[src/rtl/pc_gen.sv]
// Program-counter generator at the head of fetch: prioritised trap/redirect/stall
// selection, sequential increment and a circular return-address stack for return prediction.
module pc_gen #(
    parameter int unsigned     XLEN         = 32,
    parameter logic [XLEN-1:0] RESET_VECTOR = '0,
    parameter int unsigned     RAS_DEPTH    = 4
) (
    input  logic                       clk,
    input  logic                       rst,
    input  logic                       i_stall,
    input  logic                       i_redirect_en,
    input  logic [XLEN-1:0]            i_redirect_pc,
    input  logic                       i_trap_en,
    input  logic [XLEN-1:0]            i_trap_vec,
    input  logic                       i_call,
    input  logic                       i_ret,
    output logic [XLEN-1:0]            o_pc,
    output logic [XLEN-1:0]            o_pc_plus4,
    output logic                       o_ras_hit,
    output logic                       o_misalign,
    output logic [$clog2(RAS_DEPTH):0] o_ras_count
);

    localparam int unsigned PW = $clog2(RAS_DEPTH);
    localparam int unsigned CW = PW + 1;

    logic [XLEN-1:0] pc_q, pc_d;
    logic            ras_hit_q, ras_hit_d;
    logic            misalign_q, misalign_d;
    logic [CW-1:0]   count_q, count_d;
    logic [PW-1:0]   top_q, top_d;
    logic [XLEN-1:0] ras_q [RAS_DEPTH];
    logic [XLEN-1:0] ras_d [RAS_DEPTH];
    logic [XLEN-1:0] pc_plus4;
    logic            ras_nonempty;

    assign pc_plus4     = pc_q + XLEN'(4);
    assign ras_nonempty = (count_q != '0);

    always_comb begin
        pc_d       = pc_plus4;
        ras_hit_d  = 1'b0;
        misalign_d = 1'b0;
        count_d    = count_q;
        top_d      = top_q;
        ras_d      = ras_q;

        if (i_trap_en) begin
            pc_d       = {i_trap_vec[XLEN-1:2], 2'b00};
            misalign_d = |i_trap_vec[1:0];
            count_d    = '0;
            top_d      = '0;
        end else if (i_redirect_en) begin
            pc_d       = {i_redirect_pc[XLEN-1:2], 2'b00};
            misalign_d = |i_redirect_pc[1:0];
        end else if (i_stall) begin
            pc_d = pc_q;
        end else if (i_ret && ras_nonempty) begin
            pc_d      = ras_q[top_q];
            ras_hit_d = 1'b1;
            if (i_call) begin
                // Call+ret pair: the popped slot is reused for the new return address.
                ras_d[top_q] = pc_plus4;
            end else begin
                top_d   = top_q - PW'(1);
                count_d = count_q - CW'(1);
            end
        end else if (i_call) begin
            // When full, top+1 lands on the oldest entry, so it is overwritten.
            top_d        = top_q + PW'(1);
            ras_d[top_d] = pc_plus4;
            if (count_q != CW'(RAS_DEPTH)) begin
                count_d = count_q + CW'(1);
            end
        end
    end

    always_ff @(posedge clk or posedge rst) begin
        if (rst) begin
            pc_q       <= RESET_VECTOR;
            ras_hit_q  <= 1'b0;
            misalign_q <= 1'b0;
            count_q    <= '0;
            top_q      <= '0;
        end else begin
            pc_q       <= pc_d;
            ras_hit_q  <= ras_hit_d;
            misalign_q <= misalign_d;
            count_q    <= count_d;
            top_q      <= top_d;
        end
    end

    // Stack contents need no reset: count_q gates every read.
    always_ff @(posedge clk) begin
        ras_q <= ras_d;
    end

    assign o_pc        = pc_q;
    assign o_pc_plus4  = pc_plus4;
    assign o_ras_hit   = ras_hit_q;
    assign o_misalign  = misalign_q;
    assign o_ras_count = count_q;

endmodule

[config.mk]
export PLATFORM = sky130hd
export DESIGN_NAME = pc_gen
export DESIGN_NICKNAME = d
export VERILOG_FILES = /design/src/rtl/pc_gen.sv
export SDC_FILE = /design/constraint.sdc
export NUM_CORES = 1
export LEC_CHECK = 0
export CAP_MARGIN = 40
export CORE_MARGIN = 5
export CORE_UTILIZATION = 50
export DETAILED_ROUTE_END_ITERATION = 7
export MAX_ROUTING_LAYER = met4
export PLACE_DENSITY = 0.79
export SKIP_CTS_REPAIR_TIMING = 1
export SYNTH_ARGS = -nofsm -noshare
export SYNTH_HDL_FRONTEND = slang
export SYNTH_SLANG_ARGS = --single-unit
[constraint.sdc]
create_clock -name clk -period 4.8 [get_ports clk]
set_input_delay 0.48 -clock clk [delete_from_list [all_inputs] [get_ports clk]]
set_output_delay 0.48 -clock clk [all_outputs]
set_load 0.02 [all_outputs]
## Yosys cells after proc, flatten, opt, wreduce, memory -nomap -nowiden

Cells that the tools add are included.

| storage, ports and cells | value |
|---|---|
| register bits | 167 |
| input bits | 71 |
| output and inout port bits | 69 |
| logic and storage cells | 74 |

| operators by class | value |
|---|---|
| add/sub/neg operators | 5 |
| $lt $le $gt $ge | 4 |
| eq/ne operators | 5 |
| mux-type cells | 35 |
| bitwise logic cells | 5 |
| reduce and logical (&&, ||, !) cells | 11 |

Operators by type and width:

| kind | number |
|---|---|
| $mux W128 | 3 |
| $bwmux W128 | 2 |
| $mux W32 | 8 |
| $demux W32 S2 | 2 |
| $bmux W32 S2 | 1 |
| $add A32 B3 Y32 const B | 1 |
| $mux W3 | 7 |
| $mux W2 | 6 |
| $reduce_bool A3 Y1 | 3 |
| $reduce_and A4 Y1 | 2 |
| $ge A3 B3 Y1 const B | 2 |
| $lt A3 B1 Y1 const B | 2 |
| $mux W1 | 6 |
| $ne A3 B3 Y1 const B | 2 |
| $not A2 Y3 | 2 |
| $reduce_and A5 Y1 | 1 |
| $ne A2 B1 Y1 const B | 2 |
| $reduce_or A2 Y1 | 2 |
| $add A3 B1 Y3 const B | 1 |
| $logic_and A1 B1 Y1 | 3 |
| $ne A3 B1 Y1 const B | 1 |
| $not A1 Y1 | 3 |
| $sub A3 B1 Y3 const B | 1 |
| $add A2 B1 Y2 const B | 1 |
| $sub A2 B1 Y2 const B | 1 |

## Depth between registers and ports, before layout

| depth | value |
|---|---|
| depth after elaboration | 9 |
| depth in mapped cells | 8 |

## Least setup slack after synthesis

Ideal clock, no wire load.

| timing path | value |
|---|---|
| path type | register to register |
| from | reg, netlist name top_q[1] |
| to | reg ras_q[64] (netlist bit), enable pin |
| library setup time | 0.421 ns |
| arrival time | 2.969 ns |
| required time | 4.379 ns |
| slack | 1.410 ns |
| stages on the path, launching flop included | 9 |
| period minus slack after synthesis | 3.390 ns |
| cells stage by stage | dfrtp_1 buf_2 buf_2 buf_1 inv_1 ha_1 mux2i_1 clkbuf_1 nor2_1 |

RTL lines:

| item | RTL line | text |
|---|---|---|
| end signal, assigned | 96 | `ras_q <= ras_d;` |
| end, declared | 32 | `logic [XLEN-1:0] ras_q [RAS_DEPTH];` |

## Final worst setup path

| timing path | value |
|---|---|
| from | reg pc_q[2] (netlist: o_pc[2]) |
| to | out o_pc_plus4[30] |

| on the way | value |
|---|---|
| word-level cells in the longest chain between the ends | 1 |

Ends and longest elaborated chain:

| item | RTL line | text |
|---|---|---|
| start, declared | 27 | `logic [XLEN-1:0] pc_q, pc_d;` |
| start signal, assigned | 86 | `pc_q <= pc_d;` |
| $add A32 B3 Y32 | 37 | `assign pc_plus4 = pc_q + XLEN'(4);` |
| end, declared | 18 | `output logic [XLEN-1:0] o_pc_plus4,` |

Every way passes these cells.

==> results by group <==
Status
  • Status: completed

Drt
  • Vias/cell: 6.10
  • Drt first pass iters: 7
  • Residual DRC: 0
  • WL per Instance: 23.0 um
  • Initial DRC count: 771
  • Vias: 6815
  • Routed Antenna Nets: 0
  • Routed WL: 25.7 mm

STA
  • Final setup TNS: 0 ns
  • Worst-margin pin slew: 0.865 ns
  • Setup ws final: 0.836 ns
  • Endpoints failing setup: 0
  • RSZ-0062 raised after global routing: false
  • Worst clock skew: 0.00644 ns
  • Final period demand of the worst path: 3.96 ns
  • Relative slew slack: 0.418
  • Pins Over Slew Limit: 0
  • Hold slack: 0.506 ns
  • Hold Violations, Final: 0
  • Period utilization: 0.826
  • Fmax achieved: 0.252 GHz

Critical path
  • R2r setup slk: 1.55 ns
  • CP Class: reg2out
  • Slowest cell on the critical path: nor4_4
  • Worst reg2reg path depth: 7
  • R2R Path End: ras_q[46]
  • Critical path, cell by cell: ha_1, nand4_4, nor4_4, nand3_1, xnor2_1, inv_1, clkdlybuf4s50_1
  • Critical Path Max Stage Delay: 0.78 ns
  • Reg2reg start: o_ras_count[1]
  • Max Fanout on Critical Path: 13
  • Crit. Startpoint: o_pc[2]
  • Startpoint Class: register
  • Crit path buf inv count: 2
  • Critical Path End Type: output port
  • Worst Path Required: 4.32 ns
  • Family with the most delay on the worst path: simple AND/OR/NAND/NOR gates
  • Arrival time of the worst setup path: 3.48 ns

CTS
  • TritonCTS Buffers: 17
  • CTS clk-pin slew, worst paths: 0.06 ns
  • Clock Tree Buf Depth: 2
  • CTS Sinks: 167
  • Skew-Pair Late Insertion Delay: 0.43 ns
  • Clock H-tree levels: 4
  • CTS tree: done
  • CTS root buf: clkbuf_16

Final layout
  • Filler Cell Count: 1346
  • Share of layout cells above drive strength 1: 0.128
  • Most frequent cells in the layout: nor2_1, clkdlybuf4s50_1, edfxtp_1
  • Area delta synth->final: 26.3%
  • Antenna cells: 0
  • Core Util, Final: 0.635
  • Final Cell Area: 10900 um2
  • Fin nets: 957
  • Commonest non-fill, non-tap cell in the layout: nor2_1

Logic synthesis
  • XOR/XNOR Fraction of Synth Area: 0.0333
  • Post-Synth Simple-Gate Area: 0.147
  • Post-synthesis mux area share: 0.0907
  • Synthesized area per cell: 11.5 um2
  • Post-Syn Nets: 828
  • Number of synthesized flops with an enable pin: 128
  • Sequential cell area fraction in the yosys report: 0.560
  • Compound-gate portion of the synthesized area: 0.110
  • Top FF cell, synth: edfxtp_1
  • Syn Inst Count: 750
  • Mapped Area: 8610 um2
  • Post-synthesis cell type count: 65
  • Flip-flop and latch count after synthesis: 167
  • Ys async rst share: 0.234
  • Ys Warns: 0
  • Synth Area in Adders: 0.0110
  • Largest family of logic cells by synthesized area: simple AND/OR/NAND/NOR gates

Floorplan
  • Num ports: 140
  • Core Footprint: 17100 um2
  • Die Span Y: 141 um
  • Initial Util: 0.503
  • Die Wd: 141 um
  • Die ar.: 19900 um2
  • # rows: 48

Pwr
  • Worst VDD drop: 267 uV
  • Power Dens Cells: 363 nW/um2
  • Static leakage power: 3.87 nW

Global routing
  • Largest net degree at the start of global routing: 65
  • Vias in the first global route: 6818
  • First-pass GRT wire length: 39.2 mm
  • GR Overflow Total: 0
  • Initial antenna violation count: 0
  • Total track usage: 0.269

Placed design
  • Placement Cell Area: 10300 um2
  • Place WS: 1.33 ns
  • DP HPWL: 17.4 mm
  • GP Congestion: 0.943
  • PortBufs: 139

Run
  • Max-cap viol count: 0

Hold path
  • Worst min path class: in2async
## logic make-up after synthesis
logic type | count (synthesis)
adder cells (fa/ha/maj) | 7
multiplexers | 38
flip-flops | 167
AO/OA/AOI/OAI | 141
AND/OR/NAND/NOR | 271
XOR/XNOR | 31
buffers and inverters | 95
## Yosys cell counts (3+ instances only)
cell	instances	area share
buf_2	17	0.0099
nand4_1	8	0.0058
dfrtp_1	39	0.11
a2bb2oi_1	9	0.0092
xor2_1	11	0.011
buf_4	3	0.0026
nor2_1	151	0.066
a221o_1	7	0.0081
nand3_1	14	0.0081
nand2_1	49	0.021
edfxtp_1	128	0.45
o21ai_0	22	0.013
a21oi_1	49	0.028
ha_1	6	0.0087
nor3_1	7	0.0041
o22a_1	4	0.0041
buf_6	3	0.0039
o21a_1	5	0.0044
a31oi_1	5	0.0036
o22ai_1	3	0.0022
a22oi_1	5	0.0044
inv_1	43	0.019
mux4_2	32	0.084
a211oi_1	5	0.0044
mux2i_1	6	0.0070
xnor2_1	18	0.018
a221oi_1	9	0.0092
nor2b_1	13	0.0095
clkbuf_1	24	0.010
## registers in the layout, indices dropped and copies added (netlist names)
| name | cells |
|---|---|
| o_misalign | 1 |
| ras_q | 128 |
| o_pc | 32 |
| o_ras_count | 3 |
| top_q | 2 |
| o_ras_hit | 1 |
## power breakdown
group	internal (mW)	switching, mW
logic	0.350	0.458
registers	1.62	0.0938
clock network	0.872	0.552
## worst max path at each step
| stage | slack [ns] | depth (start not counted) | end |
|---|---|---|---|
| 2_1_floorplan | 1.41 | 8 | ras_q[64] |
| 3_3_place_gp | 1.40 | 7 | o_pc_plus4[30] |
| 3_5_place_dp | 1.33 | 7 | o_pc_plus4[30] |
| 4_1_cts | 0.85 | 7 | o_pc_plus4[30] |
| 5_1_grt | 0.57 | 7 | o_pc_plus4[30] |
| 6_report | 0.84 | 7 | o_pc_plus4[30] |
## routing by layer
layer  vias to the layer above  global-route usage  wire length (um)
met1                      3350               0.342              9850
li1                       2981                   -                 -
met5                         -                   -                 0
met2                       416               0.419             12500
met4                         0               0.110               894
met3                        68              0.0621              2460
## tightest hold or removal path, cell delays in order
cell and delay (ns):
clkdlybuf4s50_1 0.41, clkinv_1 0.05, buf_4 0.46
## area by class of cell
cell class	count	area, um2	area share
Timing Repair Buffer	159	1540	0.142
Clock buffer	24	492	0.0453
Inverter	46	173	0.0159
Sequential cell	167	4820	0.444
Tap cell	225	282	0.0259
Multi-Input combinational cell	488	3430	0.316
Clock inverter	8	120	0.0111
## metrics by stage
step                instances  power, mW
floorplan                 750       2.16
global placement         1083       2.52
detailed placement       1085       2.54
CTS                      1117       3.94
global route             1117       4.07
finish                   1117       3.94
No activity file was read; power rests on OpenSTA's default activity.
